===== src/rtl/keypad_event_scanner_if.sv =====
// Key event stream between the keypad scanner and its consumer.
// Head-of-queue key code with a valid/ready handshake.
interface keypad_event_scanner_if #(
    parameter int KW = 4
);
    logic          ev_valid;
    logic [KW-1:0] ev_code;
    logic          ev_ready;

    modport master (
        output ev_valid,
        output ev_code,
        input  ev_ready
    );

    modport slave (
        input  ev_valid,
        input  ev_code,
        output ev_ready
    );
endinterface


===== src/rtl/keypad_event_scanner.sv =====
// Matrix keypad front end: row scan, whole-frame debounce,
// new-press detection and a show-ahead key event queue.
module keypad_event_scanner #(
    parameter  int ROWS       = 4,
    parameter  int COLS       = 4,
    parameter  int SCAN_DIV   = 50000,
    parameter  int DEB_FRAMES = 4,
    parameter  int FIFO_DEPTH = 8,
    parameter  int CNT_W      = 8,
    localparam int N          = ROWS * COLS,
    localparam int KW         = $clog2(N),
    localparam int FW         = $clog2(FIFO_DEPTH) + 1
) (
    input  logic                  clk,
    input  logic                  RSTn,
    input  logic [COLS-1:0]       col,
    output logic [ROWS-1:0]       row,
    output logic [N-1:0]          key_state,
    output logic                  multi,
    keypad_event_scanner_if.master ev,
    output logic [FW-1:0]         fifo_count,
    output logic                  overflow,
    input  logic                  clr_ovf,
    output logic [CNT_W-1:0]      press_cnt
);
    localparam int DW = $clog2(SCAN_DIV);
    localparam int IW = $clog2(ROWS);
    localparam int SW = $clog2(DEB_FRAMES + 1);
    localparam int PW = $clog2(FIFO_DEPTH);

    logic [DW-1:0]  div_q;
    logic [IW-1:0]  idx_q;
    logic [N-1:0]   raw_q;
    logic [N-1:0]   prev_q;
    logic [SW-1:0]  stab_q;
    logic [N-1:0]   pending_q;
    logic [FW-1:0]  count_q;
    logic [PW-1:0]  wr_q;
    logic [PW-1:0]  rd_q;
    logic [KW-1:0]  mem [FIFO_DEPTH];

    logic           settle;
    logic           frame_done;
    logic [KW-1:0]  sh;
    logic [N-1:0]   slot_mask;
    logic [N-1:0]   slot_bits;
    logic [N-1:0]   frame;
    logic           same;
    logic [SW-1:0]  stab_nxt;
    logic           accept;
    logic [N-1:0]   new_press;
    logic           has_ev;
    logic [KW-1:0]  lsb_idx;
    logic [N-1:0]   clr_mask;
    logic           pop;
    logic           push;
    logic           drop;

    assign settle     = div_q == DW'(SCAN_DIV - 1);
    assign frame_done = settle && (idx_q == IW'(ROWS - 1));
    assign row        = ~(ROWS'(1) << idx_q);

    // The current row's column sense patched into the last captured frame.
    assign sh        = KW'(idx_q) * KW'(COLS);
    assign slot_mask = N'({COLS{1'b1}}) << sh;
    assign slot_bits = N'(~col) << sh;
    assign frame     = (raw_q & ~slot_mask) | slot_bits;

    // Stable count after this frame: restart on change, saturate when steady.
    always_comb begin
        stab_nxt = SW'(1);
        if (same) begin
            stab_nxt = (stab_q == SW'(DEB_FRAMES)) ? stab_q
                                                   : stab_q + SW'(1);
        end
    end

    assign same      = frame == prev_q;
    assign accept    = frame_done && same &&
                       (stab_nxt == SW'(DEB_FRAMES)) &&
                       (frame != key_state);
    assign new_press = accept ? (frame & ~key_state) : '0;

    // Lowest pending key index; it is the next one to be queued.
    always_comb begin
        lsb_idx = '0;
        for (int i = N - 1; i >= 0; i--) begin
            if (pending_q[i]) lsb_idx = KW'(i);
        end
    end

    assign has_ev   = |pending_q;
    assign clr_mask = N'(has_ev) << lsb_idx;
    assign pop      = (count_q != '0) && ev.ev_ready;
    assign push     = has_ev && ((count_q != FW'(FIFO_DEPTH)) || pop);
    assign drop     = has_ev && !push;

    assign ev.ev_valid = count_q != '0;
    assign ev.ev_code  = ev.ev_valid ? mem[rd_q] : '0;
    assign fifo_count  = count_q;

    // Row slot divider and row index.
    always_ff @(posedge clk or negedge RSTn) begin
        if (!RSTn) begin
            div_q <= '0;
            idx_q <= '0;
        end else if (settle) begin
            div_q <= '0;
            idx_q <= (idx_q == IW'(ROWS - 1)) ? '0 : idx_q + IW'(1);
        end else begin
            div_q <= div_q + DW'(1);
        end
    end

    // Raw capture, frame-level debounce and key state update.
    always_ff @(posedge clk or negedge RSTn) begin
        if (!RSTn) begin
            raw_q     <= '0;
            prev_q    <= '0;
            stab_q    <= '0;
            key_state <= '0;
        end else begin
            if (settle) raw_q <= frame;
            if (frame_done) begin
                prev_q <= frame;
                stab_q <= stab_nxt;
            end
            if (accept) key_state <= frame;
        end
    end

    // Multi-key flag, one clock behind key_state.
    always_ff @(posedge clk or negedge RSTn) begin
        if (!RSTn) multi <= 1'b0;
        else       multi <= |(key_state & (key_state - N'(1)));
    end

    // Pending press drain, press counter and sticky overflow.
    always_ff @(posedge clk or negedge RSTn) begin
        if (!RSTn) begin
            pending_q <= '0;
            press_cnt <= '0;
            overflow  <= 1'b0;
        end else begin
            pending_q <= (pending_q & ~clr_mask) | new_press;
            if (has_ev)       press_cnt <= press_cnt + CNT_W'(1);
            if (drop)         overflow  <= 1'b1;
            else if (clr_ovf) overflow  <= 1'b0;
        end
    end

    // Event queue storage and pointers.
    always_ff @(posedge clk or negedge RSTn) begin
        if (!RSTn) begin
            count_q <= '0;
            wr_q    <= '0;
            rd_q    <= '0;
            for (int i = 0; i < FIFO_DEPTH; i++) mem[i] <= '0;
        end else begin
            if (push) begin
                mem[wr_q] <= lsb_idx;
                wr_q      <= wr_q + PW'(1);
            end
            if (pop) rd_q <= rd_q + PW'(1);
            count_q <= count_q + FW'(push) - FW'(pop);
        end
    end
endmodule


===== src/flat_wrapper.sv =====
// flat-port wrapper written by rule: the top's interface ports become plain ports
module keypad_event_scanner_flat 
#(
    parameter  int ROWS       = 4,
    parameter  int COLS       = 4,
    parameter  int SCAN_DIV   = 50000,
    parameter  int DEB_FRAMES = 4,
    parameter  int FIFO_DEPTH = 8,
    parameter  int CNT_W      = 8,
    localparam int N          = ROWS * COLS,
    localparam int KW         = $clog2(N),
    localparam int FW         = $clog2(FIFO_DEPTH) + 1
)
  (clk, RSTn, col, row, key_state, multi, fifo_count, overflow, clr_ovf, press_cnt, ev_ev_valid, ev_ev_code, ev_ev_ready);
  keypad_event_scanner_if #(.KW(4)) ev_i ();
  input  logic clk;
  input  logic RSTn;
  input  logic [COLS-1:0] col;
  output logic [ROWS-1:0] row;
  output logic [N-1:0] key_state;
  output logic multi;
  output logic [FW-1:0] fifo_count;
  output logic overflow;
  input  logic clr_ovf;
  output logic [CNT_W-1:0] press_cnt;
  output wire logic [$bits(ev_i.ev_valid)-1:0] ev_ev_valid;
  output wire logic [$bits(ev_i.ev_code)-1:0] ev_ev_code;
  input wire logic [$bits(ev_i.ev_ready)-1:0] ev_ev_ready;
  assign ev_ev_valid = ev_i.ev_valid;
  assign ev_ev_code = ev_i.ev_code;
  assign ev_i.ev_ready = ev_ev_ready;
  keypad_event_scanner #(.ROWS(ROWS), .COLS(COLS), .SCAN_DIV(SCAN_DIV), .DEB_FRAMES(DEB_FRAMES), .FIFO_DEPTH(FIFO_DEPTH), .CNT_W(CNT_W)) u_core (.clk(clk), .RSTn(RSTn), .col(col), .row(row), .key_state(key_state), .multi(multi), .ev(ev_i), .fifo_count(fifo_count), .overflow(overflow), .clr_ovf(clr_ovf), .press_cnt(press_cnt));
endmodule

===== config.mk =====
export PLATFORM = sky130hd
export DESIGN_NAME = keypad_event_scanner_flat
export DESIGN_NICKNAME = d
export VERILOG_FILES = /design/src/rtl/keypad_event_scanner_if.sv /design/src/rtl/keypad_event_scanner.sv /design/src/flat_wrapper.sv
export SDC_FILE = /design/constraint.sdc
export NUM_CORES = 1
export LEC_CHECK = 0
export ABC_CLOCK_PERIOD_IN_PS = 4100
export CORE_MARGIN = 10
export CORE_UTILIZATION = 53
export CTS_BUF_LIST = sky130_fd_sc_hd__clkbuf_16
export CTS_CLUSTER_DIAMETER = 120
export DETAILED_ROUTE_END_ITERATION = 7
export PLACE_DENSITY = 0.75
export SYNTH_ARGS = -nofsm -noshare
export SYNTH_HDL_FRONTEND = slang
export SYNTH_SLANG_ARGS = --single-unit

===== constraint.sdc =====
create_clock -name clk -period 4.1 [get_ports clk]
set_input_delay 1.23 -clock clk [delete_from_list [all_inputs] [get_ports clk]]
set_output_delay 1.23 -clock clk [all_outputs]
set_load 0.05 [all_outputs]

# Word level (Yosys, flattened, before mapping)

Cells that the tools add are included.

Output and inout port bits: 39
Register bits: 137

Shift-type cells: 4
Reduce and logical (&&, ||, !) cells: 14
Eq/ne operators: 7
Multiplexer cells: 30
Add/sub/neg operators: 9
Bitwise gates (word level): 13
Order comparisons: 3

Operators with widths:

| operator                                                  | number |
|---|---|
| 2-to-1 mux 4 bit                                          | 20 |
| AND 16 bit                                                | 4 |
| NOT 16 bit                                                | 3 |
| bitwise mux 32 bit                                        | 1 |
| 2-to-1 mux 16 bit                                         | 2 |
| bitwise OR 16 bit                                         | 2 |
| OR reduction 16 bit                                       | 2 |
| adder 16 x 1 -> 16 bit (second input constant)            | 1 |
| == test 16 bit                                            | 1 |
| == test 16 bit (second input constant)                    | 1 |
| != test 16 bit                                            | 1 |
| NOT 4 -> 16 bit                                           | 1 |
| << shifter 1 x 4 -> 16 bit                                | 1 |
| << shifter 16 x 4 -> 16 bit                               | 1 |
| << shifter 4 x 4 -> 16 bit (first input constant)         | 1 |
| subtractor 16 x 1 -> 16 bit (second input constant)       | 1 |
| binary-select mux 4 bit (select 3 bit)                    | 1 |
| demux 4 bit (select 3 bit)                                | 1 |
| adder 3 x 1 -> 3 bit (second input constant)              | 3 |
| adder 8 x 1 -> 8 bit (second input constant)              | 1 |
| greater-or-equal comparator 4 bit (second input constant) | 2 |
| logical AND 1 bit                                         | 8 |
| NOT 3 -> 4 bit                                            | 2 |
| == test 3 bit (second input constant)                     | 2 |
| other kinds (15)                                          | 17 |

# Logic depth before layout (Yosys ltp)

Gate-level depths: netlist of run 1.

Depth after elaboration: 20
Depth in mapped cells: 13
Gate-level depth less buffers: 12

# Worst setup path after synthesis of run 1

OpenSTA, ideal clock, no wires.

Kind: input -> register
Start: input port col[3]
End: register u_core.key_state[10]
Path slack: 686 ps
Library setup time: 125 ps
Arrival time: 3289 ps
Path buffers: 1
Stages on the path: 8
Cells stage by stage: a21o_1 -> a21boi_4 -> xnor2_1 -> or4_1 -> or4_4 -> nor2_4 -> buf_12 -> mux2_4

Word-level cells in the longest chain between the ends: 8

RTL lines:

| element                       | RTL line                    | source |
|---|---|---|
| start, declared               | flat_wrapper.sv:18          | `input logic [COLS-1:0] col;` |
| NOT 4 -> 16 bit *             | keypad_event_scanner.sv:66  | `assign slot_bits = N'(~col) << sh;` |
| << shifter 16 x 4 -> 16 bit * | keypad_event_scanner.sv:66  |  |
| bitwise OR 16 bit *           | keypad_event_scanner.sv:67  | `assign frame = (raw_q & ~slot_mask) \| slot_bits;` |
| == test 16 bit                | keypad_event_scanner.sv:78  | `assign same = frame == prev_q;` |
| 2-to-1 mux 3 bit              | keypad_event_scanner.sv:72  | `if (same) begin` |
| == test 3 bit                 | keypad_event_scanner.sv:80  | `(stab_nxt == SW'(DEB_FRAMES)) &&` |
| logical AND 1 bit             | keypad_event_scanner.sv:79  | `assign accept = frame_done && same &&` |
| logical AND 1 bit *           | keypad_event_scanner.sv:80  |  |
| end signal, assigned          | keypad_event_scanner.sv:128 | `if (accept) key_state <= frame;` |
| end, declared                 | keypad_event_scanner.sv:18  | `output logic [N-1:0] key_state,` |

Every way passes the cells marked *; elsewhere a longest branch is shown, timed or not.
A chain may end at the register's enable or synchronous reset.

# Worst setup path in the final report of run 1

Start: register u_core.rd_q[0]
End: output port ev_ev_code[2]

Word-level cells in the longest chain between the ends: 5

RTL lines:

| element                                             | RTL line                    | source |
|---|---|---|
| start, declared                                     | keypad_event_scanner.sv:39  | `logic [PW-1:0] rd_q;` |
| start signal, assigned                              | keypad_event_scanner.sv:164 | `if (pop) rd_q <= rd_q + PW'(1);` |
| NOT 3 -> 4 bit (implied by the code)                | keypad_event_scanner.sv:99  | `assign ev.ev_code = ev.ev_valid ? mem[rd_q] : '0;` |
| binary-select mux 4 bit (select 3 bit)              | keypad_event_scanner.sv:99  |  |
| 2-to-1 mux 4 bit (implied by the code) (2 in a row) | keypad_event_scanner.sv:99  |  |
| 2-to-1 mux 4 bit                                    | keypad_event_scanner.sv:99  |  |
| end, declared                                       | flat_wrapper.sv:27          | `output wire logic [$bits(ev_i.ev_code)-1:0] ev_ev_code;` |

Every way passes these cells. The select of a mux whose other input is x is not followed.

==> results.json, run 1 <==
{
  "synth-seq-area-share_pct": 48.7,
  "ys_top_cells_by_area": "dfrtp_1, mux2_2, ha_1",
  "vdd_drop_max_uv": 288,
  "critPathBufInv": 1,
  "grt_setup_unrepaired": "false",
  "num_vias": 5085,
  "hold_path.class": "reg2reg",
  "die_area_um2": 18300,
  "maxCapViolCount": 0,
  "place.gp.congestion": 0.857,
  "drtAntennaViolNets": 0,
  "post-route-drc-count": 0,
  "cts.htree.levels": 4,
  "avgRoutedWirePerCell_um": 18.1,
  "synthesis.nets": 682,
  "critical_path.startpoint": "u_core.rd_q[0]$_DFFE_PN0P_",
  "max_slew.worst_pin.slew_ns": 1.17,
  "cellLeakagePower_nw": 3.82,
  "fillers": 1018,
  "ys_types": 62,
  "cp_top_family": "multiplexers",
  "rows": 42,
  "cts_num_sinks": 137,
  "hold_buffers": 0,
  "mostFrequentLayoutCells": "dfrtp_1, nand2_1, inv_1",
  "synth_seq_cells": 137,
  "synth_edf_count": 0,
  "crit_fanout": 10,
  "avgSynthCellArea_um2": 11.0,
  "cp.arrival_ns": 2.67,
  "total_power_mw": 3.17,
  "die_h_um": 135,
  "criticalPathCategory": "reg2out",
  "initial_core_util_pct": 53.6,
  "final_common_cell": "dfrtp_1",
  "hpwlAfterDp_mm": 11.6,
  "hold_start": "u_core.press_cnt[7]$_DFFE_PN0N_",
  "grt_max_degree": 80,
  "synth_top_area_share_pct": 48.7,
  "skew_ns": 0.00708,
  "design.core.area_um2": 13100,
  "die_x_um": 135,
  "finalNonFillerCells": 891,
  "r2r_start": "u_core.idx_q[0]$_DFFE_PN0N_",
  "dpl_worst_slack_ns": 0.0243,
  "async_reset_ff_share_pct": 100,
  "path_cells": "mux4_2, mux2i_1, nor2_1, clkdlybuf4s50_1",
  "final_util_pct": 63.2,
  "end_kind": "primary output",
  "slowest_stage": "dfrtp_1",
  "cts.repair.resized": 0,
  "setup_viol": 0,
  "cts_buffer_depth": 2,
  "critPathMaxStageDelay_ns": 0.73,
  "drtPass1Iterations": 5,
  "n_antenna_cell": 0,
  "netlist_area_um2": 7050,
  "grt_pass1_vias": 5230,
  "post-route-period-util_pct": 95.0,
  "drive_gt1_share_pct": 16.1,
  "synth_top_area_cell": "dfrtp_1",
  "max_freq_mhz": 257,
  "dpl.cell_count": 862,
  "vias_per_cell": 5.71,
  "grt_pass1_wl_mm": 26.5,
  "post_cts_buffers": 0,
  "powerDensity_nw_per_um2": 382,
  "ys.flop_type": "dfrtp_1",
  "routed_wl_mm": 16.1,
  "max_slew_margin_pct": 20.5,
  "overflow": 0,
  "cts_root_buf": "clkbuf_16",
  "grt_util_all_layers_pct": 18.3,
  "worstSetupStartpointType": "flip-flop",
  "final_hold_viol_count": 0,
  "clk_latency_ns": 0.42,
  "area_growth_pct": 17.9,
  "cts_tree": "built",
  "slew_viol_final": 0,
  "cts.clk_slew.worst_paths_ns": 0.06,
  "ios": 47,
  "fin_tns_setup_ns": 0,
  "cp.required_ns": 2.87,
  "period_needed_ns": 3.90,
  "drt_iter0_markers": 349,
  "status": "completed",
  "setup_slack_ns": 0.204,
  "portBuffers": 46,
  "cts_made_buffers": 17,
  "syn_inst": 641,
  "nNetsFinal": 746,
  "ys_warn_count": 0,
  "antenna_found_initial": 0
}
-- synthesized netlist by cell type (all sizes together) (5+ instances only) --
library cell,count
a21o,6
xnor2,29
or4,10
dfrtp,137
nand3,22
mux2i,7
nand4,15
a21oi,23
inv,47
a22o,16
and2,5
nand2,72
buf,7
xor2,14
nor3,8
o2bb2ai,5
mux4,8
mux2,53
ha,32
and3,5
nor2,42
clkbuf,17
o21ai,11
nand2b,5
-- flip-flops by register name, indices dropped and copies added, names as in the netlist --
| register | count |
|---|---|
| u_core.div_q | 16 |
| u_core.raw_q | 16 |
| u_core.idx_q | 2 |
| u_core.prev_q | 16 |
| u_core.mem | 32 |
| u_core.fifo_count | 4 |
| u_core.pending_q | 16 |
| u_core.wr_q | 3 |
| u_core.key_state | 16 |
| u_core.multi | 1 |
| u_core.press_cnt | 8 |
| u_core.rd_q | 3 |
| u_core.overflow | 1 |
| u_core.stab_q | 3 |
-- routing by layer --
layer / up-vias / global-route usage (%) / wire (um)
li1: 2367 / - / -
met1: 2547 / 22.3 / 6990
met2: 142 / 29.9 / 7910
met3: 29 / 5.01 / 871
met4: 0 / 7.66 / 341
met5: - / 0 / 0
-- path summary, 6_finish.rpt --
path	endpoint	slack, ns	depth (start not counted)
setup / recovery	ev_ev_code[2]	0.20	4
min in group asynchronous	u_core.mem[2]$_DFFE_PN0P_	0.85	1
hold / removal	u_core.press_cnt[7]$_DFFE_PN0N_	0.48	1
setup reg to reg	u_core.key_state[0]$_DFFE_PN0P_	0.80	10
max in group asynchronous	u_core.raw_q[1]$_DFFE_PN0N_	2.48	2
hold reg to reg	u_core.press_cnt[7]$_DFFE_PN0N_	0.48	1
-- report_power, final --
part	leakage, nW	internal, mW	switching [mW]
clock network	0.264	0.798	0.523
logic	1.81	0.168	0.211
registers	1.75	1.39	0.0824
total	3.82	2.36	0.816
-- area by class of cell --
cell class | instances | area (um2) | share of cell area, %
Inverter | 47 | 176 | 2.12
Multi-Input combinational cell | 433 | 3310 | 39.9
Tap cell | 176 | 220 | 2.65
Clock buffer | 17 | 425 | 5.12
Sequential cell | 137 | 3430 | 41.3
Clock inverter | 12 | 73.8 | 0.889
Timing Repair Buffer | 69 | 672 | 8.09
-- cell families after synthesis --
family,synth area share (%)
AND/OR/NAND/NOR,14.3
flip-flops,48.7
AO/OA/AOI/OAI,8.54
buffers and inverters,4.35
multiplexers,12.7
XOR/XNOR,5.35
adder cells (fa/ha/maj),6.11
-- stage by stage --
| stage | hold WS, ns | cell area, um2 |
|---|---|---|
| floorplan | 0.445 | 7050 |
| finish | 0.481 | 8310 |
| global placement | 0.457 | 7810 |
| detailed placement | 0.469 | 7810 |
| CTS | 0.484 | 8310 |
| global route | 0.513 | 8310 |
No activity file was read; power rests on OpenSTA's default activity.
==> inputs of run 2 (changes only) <==
==> constraint.sdc (replaced) <==
create_clock -name clk -period 4.1 [get_ports clk]
set_input_delay 1.23 -clock clk [delete_from_list [all_inputs] [get_ports clk]]
set_output_delay 1.23 -clock clk [all_outputs]
set_load 0.005 [all_outputs]
==> results of run 2 <==
Same layout as run 1 (identical final DEF). Status: completed.
Main changes from that run: setup slack after layout 0.204 ns -> 0.432 ns; start point of the critical path u_core.rd_q[0]$_DFFE_PN0P_ -> col[3]; end point of the critical path ev_ev_code[2] -> u_core.key_state[0]$_DFFE_PN0P_; total power 3.17 mW -> 3.09 mW
